===== config.mk =====
export PLATFORM = sky130hd
export DESIGN_NAME = csa_accum_ctrl
export DESIGN_NICKNAME = d
export VERILOG_FILES = /design/src/rtl/csa_accum_ctrl.sv
export SDC_FILE = /design/constraint.sdc
export NUM_CORES = 1
export LEC_CHECK = 0
export BUFFER_PORTS_ARGS = -buffer_cell sky130_fd_sc_hd__buf_2
export CAP_MARGIN = 20
export CORE_ASPECT_RATIO = 0.9
export CORE_MARGIN = 2
export CORE_UTILIZATION = 35
export DETAILED_ROUTE_END_ITERATION = 16
export GPL_TIMING_DRIVEN = 0
export MAX_ROUTING_LAYER = met4
export SETUP_SLACK_MARGIN = 0.2
export SYNTH_ARGS = -nofsm -noshare
export SYNTH_HDL_FRONTEND = slang
export SYNTH_SLANG_ARGS = --single-unit

===== constraint.sdc =====
create_clock -name clk -period 4 [get_ports clk]
set_input_delay 0.4 -clock clk [delete_from_list [all_inputs] [get_ports clk]]
set_output_delay 0.4 -clock clk [all_outputs]
set_load 0.01 [all_outputs]

===== src/rtl/csa_accum_ctrl.sv =====
// Carry-save batch accumulator: sums a stream of operands in carry-save
// form, then resolves S+C in K-bit chunks before presenting the result.
`timescale 1ns/1ps
module csa_accum_ctrl #(
    parameter int N  = 32,
    parameter int K  = 8,
    parameter int CW = 16
) (
    input  logic          clk,
    input  logic          rst_n,
    input  logic          in_valid,
    output logic          in_ready,
    input  logic [N-1:0]  in_data,
    input  logic          in_last,
    output logic          out_valid,
    input  logic          out_ready,
    output logic [N-1:0]  out_sum,
    output logic [CW-1:0] out_count,
    output logic          busy
);

    localparam int NC = N / K;
    localparam int IW = (NC > 1) ? $clog2(NC) : 1;

    typedef enum logic [1:0] {
        IDLE,
        ACCUM,
        RESOLVE,
        OUTPUT
    } state_t;

    state_t        state;
    logic [N-1:0]  s_q;
    logic [N-1:0]  c_q;
    logic [N-1:0]  r_q;
    logic [CW-1:0] cnt_q;
    logic          cy_q;
    logic [IW-1:0] idx_q;
    logic          rdy_q;
    logic          vld_q;

    logic [N-1:0]  maj;
    logic [K:0]    csum;

    assign maj  = (s_q & c_q) | (s_q & in_data) | (c_q & in_data);

    // One chunk of the final carry-propagate add per cycle
    assign csum = {1'b0, s_q[idx_q*K +: K]}
                + {1'b0, c_q[idx_q*K +: K]}
                + {{K{1'b0}}, cy_q};

    always_ff @(posedge clk or negedge rst_n) begin
        if (!rst_n) begin
            state <= IDLE;
            s_q   <= '0;
            c_q   <= '0;
            r_q   <= '0;
            cnt_q <= '0;
            cy_q  <= 1'b0;
            idx_q <= '0;
            rdy_q <= 1'b0;
            vld_q <= 1'b0;
        end else begin
            unique case (state)
                IDLE, ACCUM: begin
                    rdy_q <= 1'b1;
                    if (in_valid && rdy_q) begin
                        s_q   <= s_q ^ c_q ^ in_data;
                        c_q   <= maj << 1;
                        cnt_q <= cnt_q + CW'(1);
                        if (in_last) begin
                            state <= RESOLVE;
                            rdy_q <= 1'b0;
                            idx_q <= '0;
                            cy_q  <= 1'b0;
                        end else begin
                            state <= ACCUM;
                        end
                    end
                end
                RESOLVE: begin
                    r_q[idx_q*K +: K] <= csum[K-1:0];
                    cy_q  <= csum[K];
                    idx_q <= idx_q + IW'(1);
                    if (idx_q == IW'(NC - 1)) begin
                        state <= OUTPUT;
                        vld_q <= 1'b1;
                    end
                end
                OUTPUT: begin
                    if (out_ready) begin
                        state <= IDLE;
                        vld_q <= 1'b0;
                        rdy_q <= 1'b1;
                        s_q   <= '0;
                        c_q   <= '0;
                        r_q   <= '0;
                        cnt_q <= '0;
                        cy_q  <= 1'b0;
                        idx_q <= '0;
                    end
                end
                default: state <= IDLE;
            endcase
        end
    end

    assign in_ready  = rdy_q;
    assign out_valid = vld_q;
    assign out_sum   = vld_q ? r_q : '0;
    assign out_count = vld_q ? cnt_q : '0;
    assign busy      = (state != IDLE);

endmodule


==> reports/metrics.csv, run 1 <==
metric,value,unit
floorplan row count,46,
worst-skew pair later-pin latency,0.42,ns
Clock Path Buffers,2,
H-tree depth,4,
WP data arrival,3.79,ns
Clock Tree Root,clkbuf_16,
CTS sink count,118,
largest area contributor in the netlist,dfrtp_1,
pre-CTS setup slack,0.583,ns
PD cells,786,nW/um^2
Synth area leaders,"dfrtp_1, a22o_1, fa_1, mux4_2, and2_1",
Ant. Diodes,0,
hold_sp,in_last,
Synth top area share,0.473,
Crit path required time,4.35,ns
"Max FO, Critical Path",10,
flop and latch count out of synthesis,118,
Crit. End Element,flip-flop,
fin nets,676,
"commonest cells after routing, fill and taps aside","dfrtp_1, buf_2, a22o_1",
internal reg-to-reg setup slack,0.56,ns
Die ar.,18900,sq um
Register Area,2950,sq um
clock skew,0.0103,ns
filler instances,1653,
Leak,3.65,nW
worst min-delay path class,input port to flip-flop,
multi-input logic area,3120,sq um
starting density of the core,0.356,
DRT Wirelength,16.4,mm
WHS,0.261,ns
Slew Limit Fails,0,
drt first pass iters,5,
drt via density,5.26,
Final Setup Violations,0,
Final Worst Setup Slack,0.564,ns
CP Launch Type,flip-flop,
setup tns final,0,ns
TritonCTS Buffers,17,
status,"complete, no violations",
RSZ-0062 raised after global routing,no,
"Avg Cell Area, Syn",12.8,sq um
number of global-route vias before repair,4733,
Syn-to-layout area delta,21.2,%
Mapped Cells,486,
Worst IR Drop VDD,0.000389,V
"EDFF count, synth",0,
detailed-placement wirelength estimate,11.9,mm
crit path launch,idx_q[1],
gr ovfl total,0,
Worst Tran Pin Value,0.667,ns
post-synth cell types,48,
FMAX,291,MHz
Total GRT Usage,0.195,
Final Hold Fails,0,
CORE AREA,17600,sq um
placed instance area,7010,sq um
Tmin final,3.44,ns
clock slew at reported path FFs,0.05,ns
largest net degree at the start of global routing,66,
Final Cell Area,7560,sq um
"most common cell after layout, fill and taps aside",dfrtp_1,
first-pass GRT wire length,26.5,mm
Die H,131,um
Post-Syn Nets,568,
DRC Markers,0,
proportion of layout cells with a drive suffix above 1,0.266,
Async SR Flop Fraction,1.00,
CTS tree,yes,
routed vias,4446,
Final ANT Viol Nets,0,
post-CTS setup buffers,0,
die width,145,um
Placer Congestion,0.821,
"Seq/Total Area, Yosys",0.473,
max-cap viol count,0,
Mapped Area,6240,sq um
initial antenna violation count,0,
Synth Flop Type,dfrtp_1,
I/O pin count,88,
Port Buf Inserts,87,
Tcrit/Tclk final,0.859,
Routed WL per cell,19.4,um
1st-iter DRT viols,297,
R2R Path Start,idx_q[1],
yosys warns,0,
Slew HR,0.552,
Crit Path Class,flip-flop to flip-flop,
cell families (layout without fill, tap and decap cells):
kind of cell | count (synthesis) | after routing | share of synthesized area
buffers and inverters | 36 | 155 | 0.0263
and+or+nand+nor | 126 | 126 | 0.117
xor gates and xnor gates | 19 | 19 | 0.0267
adders and majority gates | 45 | 45 | 0.129
muxes | 16 | 16 | 0.0557
AOI/OAI and AO/OA | 126 | 126 | 0.172
DFF | 118 | 118 | 0.473
Yosys cell counts (3+ instances only):
| master | number |
|---|---|
| o21ai_0 | 7 |
| nor2b_1 | 5 |
| inv_1 | 7 |
| nor2_1 | 19 |
| nand3_1 | 7 |
| nand2_1 | 23 |
| mux4_2 | 15 |
| dfrtp_1 | 118 |
| xnor2_1 | 8 |
| o21a_1 | 3 |
| and2_1 | 49 |
| and3_1 | 3 |
| buf_2 | 14 |
| nand4_1 | 4 |
| xor2_1 | 11 |
| o211ai_1 | 3 |
| fa_1 | 32 |
| a21oi_1 | 4 |
| ha_1 | 13 |
| buf_4 | 3 |
| clkbuf_1 | 11 |
| a22o_1 | 92 |
per-layer routing:
layer  wire [um]  global-route usage  part of all wire
met1        7420               0.268              0.45
met2        7580               0.290              0.46
met3        1180              0.0503             0.072
met4         178              0.0514             0.011
met5           0                   -                 0
report_power, final:
| part | switching [W] | total, W | leakage, nW | internal (W) |
|---|---|---|---|---|
| clock | 0.000511 | 0.00142 | 0.270 | 0.000909 |
| combinational | 0.00147 | 0.00259 | 1.82 | 0.00111 |
| sequential | 0.000376 | 0.00193 | 1.56 | 0.00156 |
| total | 0.00236 | 0.00594 | 3.65 | 0.00358 |
area by class of cell:
cell class / count / area share
plain buffers: 28 / 0.0177
inverters: 8 / 0.00397
flip-flops and latches: 118 / 0.390
well taps: 240 / 0.0397
multi-input cells: 332 / 0.413
repair buffers: 89 / 0.0633
clock inverters: 4 / 0.00595
clock buffers: 26 / 0.0660
flip-flops by register name, summed over array words and instances (netlist names):
name       flops
c_q           31
idx_q          2
out_valid      1
in_ready       1
s_q           32
r_q           32
cy_q           1
cnt_q         16
state          2
critical path: stages (launching register included):
cell      delay, ns
dfrtp_1        0.38
clkbuf_1       0.38
buf_2          0.36
inv_1          0.15
nand3_1        0.09
o21ai_0        0.11
fa_1           0.43
inv_1          0.09
fa_1           0.25
nor2b_4        0.06
o31a_1         0.28
o31a_1         0.29
nor3_2         0.31
a22o_1         0.19
stage by stage:
| step | util | power [W] | std cells |
|---|---|---|---|
| floorplan | - | 0.00366 | 486 |
| global route | 0.431 | 0.00635 | 845 |
| finish | 0.431 | 0.00594 | 845 |
| CTS | 0.431 | 0.00598 | 845 |
| global placement | 0.397 | 0.00443 | 813 |
| detailed placement | 0.399 | 0.00454 | 814 |
what timing repair did:
item / 4_1_cts / 5_1_grt
gates resized for setup: 0 / 0
hold buffers: 1 / 0
hold endpoints to repair: 53 / 0
path summary, 6_finish.rpt:
kind	to	depth (start not counted)
max	r_q[6]	13
min	state[1]	3
max reg2reg	r_q[6]	13
min reg2reg	s_q[31]	1
max in group asynchronous	r_q[8]	3
min in group asynchronous	c_q[2]	2
Power figures use the tool's default switching activity.
==> run 2, diff against run 1 <==
CAP_MARGIN = default   (was 20)
CORE_MARGIN = 3   (was 2)
==> run 2 against run 1 <==
Clock power is 4% lower. Core utilization increased by 0.88 points. Flip-flop and latch count did not move. Worst hold slack got worse by 0.0061 ns. Die area rose by 2.9%.
==> reports/metrics.csv, run 2 (same netlist as run 1, synthesis figures left out) <==
metric,value,unit
clock skew,0.00655,ns
biggest regs,"r_q (32), s_q (32), c_q (31)",
DRC Markers,0,
Die H,133,um
post-CTS setup buffers,0,
first-pass GRT wire length,26.8,mm
"CP delay by family, top",buffers and inverters,
CTS tree,yes,
Slew HR,0.531,
PD cells,780,nW/um^2
Total Power,0.00589,W
CTS resizes,0,
CP Launch Type,flip-flop,
DRT Wirelength,16.4,mm
clock slew at reported path FFs,0.05,ns
1st-iter DRT viols,236,
Final Hold Fails,0,
floorplan row count,45,
"most common cell after layout, fill and taps aside",dfrtp_1,
largest net degree at the start of global routing,66,
Slew Limit Fails,0,
proportion of layout cells with a drive suffix above 1,0.270,
WP data arrival,3.81,ns
CORE AREA,17200,sq um
I/O pin count,88,
Final ANT Viol Nets,0,
CP cell instances,clkbuf_1 -> buf_2 -> inv_1 -> nand3_1 -> o21ai_0 -> fa_1 -> inv_1 -> fa_1 -> nor2b_4 -> o31a_1 -> o31a_1 -> nor3_2 -> a22o_1,
CTS sink count,118,
"Max FO, Critical Path",10,
Routed WL per cell,19.5,um
Leak,3.65,nW
die width,147,um
Tmin final,3.46,ns
Total GRT Usage,0.184,
detailed-placement wirelength estimate,12.0,mm
Crit. End Element,flip-flop,
Clock Tree Root,clkbuf_16,
status,"complete, no violations",
Tcrit/Tclk final,0.866,
"Buf+Inv Stages, Crit Path",4,
Worst IR Drop VDD,0.000335,V
RSZ-0062 raised after global routing,no,
starting density of the core,0.363,
Placer Congestion,0.810,
Clock Path Buffers,2,
setup tns final,0,ns
max incr delay on CP,0.44,ns
max-cap viol count,0,
drt first pass iters,4,
initial antenna violation count,1,
Crit path required time,4.35,ns
Syn-to-layout area delta,21.0,%
worst min-delay path class,input port to flip-flop,
number of global-route vias before repair,4697,
worst-skew pair later-pin latency,0.41,ns
routed vias,4436,
CP max stage cell,fa_1,
Port Buf Inserts,87,
FMAX,289,MHz
drt via density,5.28,
Worst Tran Pin Value,0.704,ns
TritonCTS Buffers,17,
Die ar.,19500,sq um
Final Setup Violations,0,
Crit Path Class,flip-flop to flip-flop,
gr ovfl total,0,
fin nets,676,
"commonest cells after routing, fill and taps aside","dfrtp_1, buf_2, a22o_1",
hold buffer count at cts,1,
H-tree depth,4,
-- run 2: cell types whose count changed in the layout (fill, tap and decap cells not counted) --
cell,delta
diode_2,+1
clkinv_2,+1
bufinv_16,-1
clkbuf_8,+2
clkbuf_1,-3
-- run 2: through the flow --
stage                util  instances  worst slack, ns  hold WS (ns)  area, sq um
floorplan               -        486             1.10         0.104         6240
global placement    0.406        808            0.594         0.476         6970
detailed placement  0.408        809            0.505         0.399         7000
CTS                 0.440        839            0.490         0.231         7550
global route        0.440        840            0.272         0.250         7550
finish              0.440        840            0.537         0.255         7550
-- run 2: cell type report --
class	count	area, sq um
fillers	1581	9620
clock inverters	4	20.0
inverters	8	30.0
flip-flops and latches	118	2950
repair buffers	89	479
clock buffers	25	515
multi-input cells	332	3120
well taps	235	294
plain buffers	28	134
diodes	1	2.50
-- run 2: report_power, final --
part | total (W) | switching, W | internal [W]
clock | 0.00137 | 0.000499 | 0.000874
sequential | 0.00193 | 0.000373 | 0.00156
combinational | 0.00258 | 0.00147 | 0.00112
total | 0.00589 | 0.00234 | 0.00355
-- run 2: worst min-delay path, cell delays in order --
cell	delay (ns)
buf_2	0.11
nand2_1	0.07
nand2_1	0.05
-- run 2: layer usage --
layer	GRT usage	vias up	part of all wire
li1	-	2005	-
met1	0.260	2272	0.47
met2	0.265	140	0.45
met3	0.0425	19	0.070
met4	0.0543	0	0.014
met5	-	-	0
-- run 2: final timing paths --
| path | to | cells after the start | slack (ns) | start |
|---|---|---|---|---|
| max in group asynchronous | r_q[20] | 3 | 2.79 | rst_n |
| worst min register to register | r_q[10] | 1 | 0.50 | r_q[10] |
| worst max register to register | r_q[6] | 13 | 0.54 | idx_q[1] |
| worst max-delay path | r_q[6] | 13 | 0.54 | idx_q[1] |
| min in group asynchronous | s_q[18] | 2 | 0.51 | rst_n |
| worst min-delay path | state[1] | 3 | 0.25 | in_last |
==> run 3, diff against run 2 <==
RECOVER_POWER = 50   (was default)
==> run 3 against run 2 <==
The flow now finishes with violations (capacitance limit, slew limit). Largest power group unchanged. Critical path depth is the same. Die area is the same. Fmax shrank 0.24%. Clock power is essentially flat. Largest cell class unchanged. Non-clock buffer count is the same. Combinational power is essentially flat. Routed wire length grew 0.14%. Sequential share of layout area grew 0.32 points.
==> reports/metrics.csv, run 3 (same netlist as run 1, synthesis figures left out) <==
metric,value,unit
initial antenna violation count,1,
worst-skew pair later-pin latency,0.41,ns
Total Power,0.00586,W
drt via density,5.25,
"most common cell after layout, fill and taps aside",dfrtp_1,
detailed-placement wirelength estimate,12.0,mm
CORE AREA,17200,sq um
Worst IR Drop VDD,0.000334,V
1st-iter DRT viols,218,
Clock Path Buffers,2,
proportion of layout cells with a drive suffix above 1,0.250,
CP Launch Type,flip-flop,
Clock Tree Root,clkbuf_16,
Tmin final,3.47,ns
post-CTS setup buffers,0,
hold_sp,in_last,
gr busiest metal,met2,
R2R Path End,r_q[6],
Die ar.,19500,sq um
Reg2Reg Depth,13,
Die H,133,um
hold buffer count at cts,1,
Placer Congestion,0.810,
I/O pin count,88,
R2R Path Start,idx_q[1],
Crit Path Class,flip-flop to flip-flop,
DRT Wirelength,16.4,mm
die width,147,um
placed instance area,7000,sq um
number of global-route vias before repair,4697,
status,finished with violations,
Final ANT Viol Nets,0,
Leak,3.63,nW
clock slew at reported path FFs,0.05,ns
GRT met1 Usage,0.260,
first-pass GRT wire length,26.8,mm
H-tree depth,4,
Final Hold Fails,0,
biggest regs,"r_q (32), s_q (32), c_q (31)",
Slew HR,-0.753,
Worst Tran Pin Value,2.63,ns
FMAX,288,MHz
Syn-to-layout area delta,20.0,%
met3 usage,0.0425,
CTS tree,yes,
"commonest cells after routing, fill and taps aside","dfrtp_1, buf_2, a22o_1",
Min-Delay Path Depth,3,
CTS resizes,0,
Port Buf Inserts,87,
RSZ-0062 raised after global routing,no,
Total GRT Usage,0.184,
WHS,0.250,ns
Final Setup Violations,0,
max-cap viol count,1,
routed vias,4411,
worst min-delay path class,input port to flip-flop,
placed cell count,809,
drt first pass iters,4,
Crit path required time,4.35,ns
PD cells,782,nW/um^2
"Max FO, Critical Path",10,
floorplan row count,45,
Tcrit/Tclk final,0.868,
gr ovfl total,0,
met2 GRT Util,0.265,
internal reg-to-reg setup slack,0.53,ns
Final Cell Area,7490,sq um
TritonCTS Buffers,17,
Worst Hold Path EP,state[1],
setup tns final,0,ns
failing checks,"capacitance limit, slew limit",
CTS sink count,118,
fin nets,676,
Crit. End Element,flip-flop,
clock skew,0.00650,ns
largest net degree at the start of global routing,66,
Slew Limit Fails,54,
starting density of the core,0.363,
WP data arrival,3.82,ns
Layout Cells excl Fill,840,
DRC Markers,0,
Routed WL per cell,19.5,um
-- run 3: cell count changes in the layout (fill, tap and decap cells not counted), sizes merged --
cell	before	now
buf	105	98
clkbuf	36	42
clkdlybuf4s25	0	1
-- run 3: critical path: stages, from the launching register on --
cell      delay, ns
dfrtp_1        0.38
clkbuf_1       0.37
buf_2          0.37
inv_1          0.16
nand3_1        0.09
o21ai_0        0.12
fa_1           0.44
inv_1          0.09
fa_1           0.25
nor2b_4        0.05
o31a_1         0.28
o31a_1         0.28
nor3_2         0.32
a22o_1         0.20
-- run 3: layer usage --
metal / vias to the layer above / part of all wire
met4: 0 / 0.015
li1: 2001 / -
met3: 18 / 0.062
met1: 2270 / 0.47
met5: - / 0
met2: 122 / 0.45
-- run 3: cell type report --
cell class | count | area [sq um]
Antenna cell | 1 | 2.50
Buffer | 28 | 126
Clock buffer | 25 | 515
Clock inverter | 4 | 20.0
Fill cell | 1591 | 9680
Inverter | 8 | 30.0
Multi-Input combinational cell | 332 | 3070
Sequential cell | 118 | 2950
Tap cell | 235 | 294
Timing Repair Buffer | 89 | 475
-- run 3: where the power goes --
part	internal (W)	switching, W
logic	0.00110	0.00146
registers	0.00156	0.000373
clock network	0.000874	0.000497
total	0.00353	0.00233
-- run 3: per-stage QoR --
step            util  setup slack [ns]
2_1_floorplan      -              1.10
4_1_cts        0.440             0.490
3_5_place_dp   0.408             0.505
5_1_grt        0.436             0.272
6_report       0.436             0.528
3_3_place_gp   0.406             0.594
-- run 3: how the worst max path moves through the flow --
stage / depth (start not counted) / start / endpoint
final: 13 / idx_q[1] / r_q[6]
after detailed placement: 13 / idx_q[1] / r_q[6]
after global routing: 13 / idx_q[1] / r_q[6]
after floorplan: 10 / idx_q[0] / r_q[6]
after global placement: 13 / idx_q[1] / r_q[6]
after CTS: 13 / idx_q[1] / r_q[6]
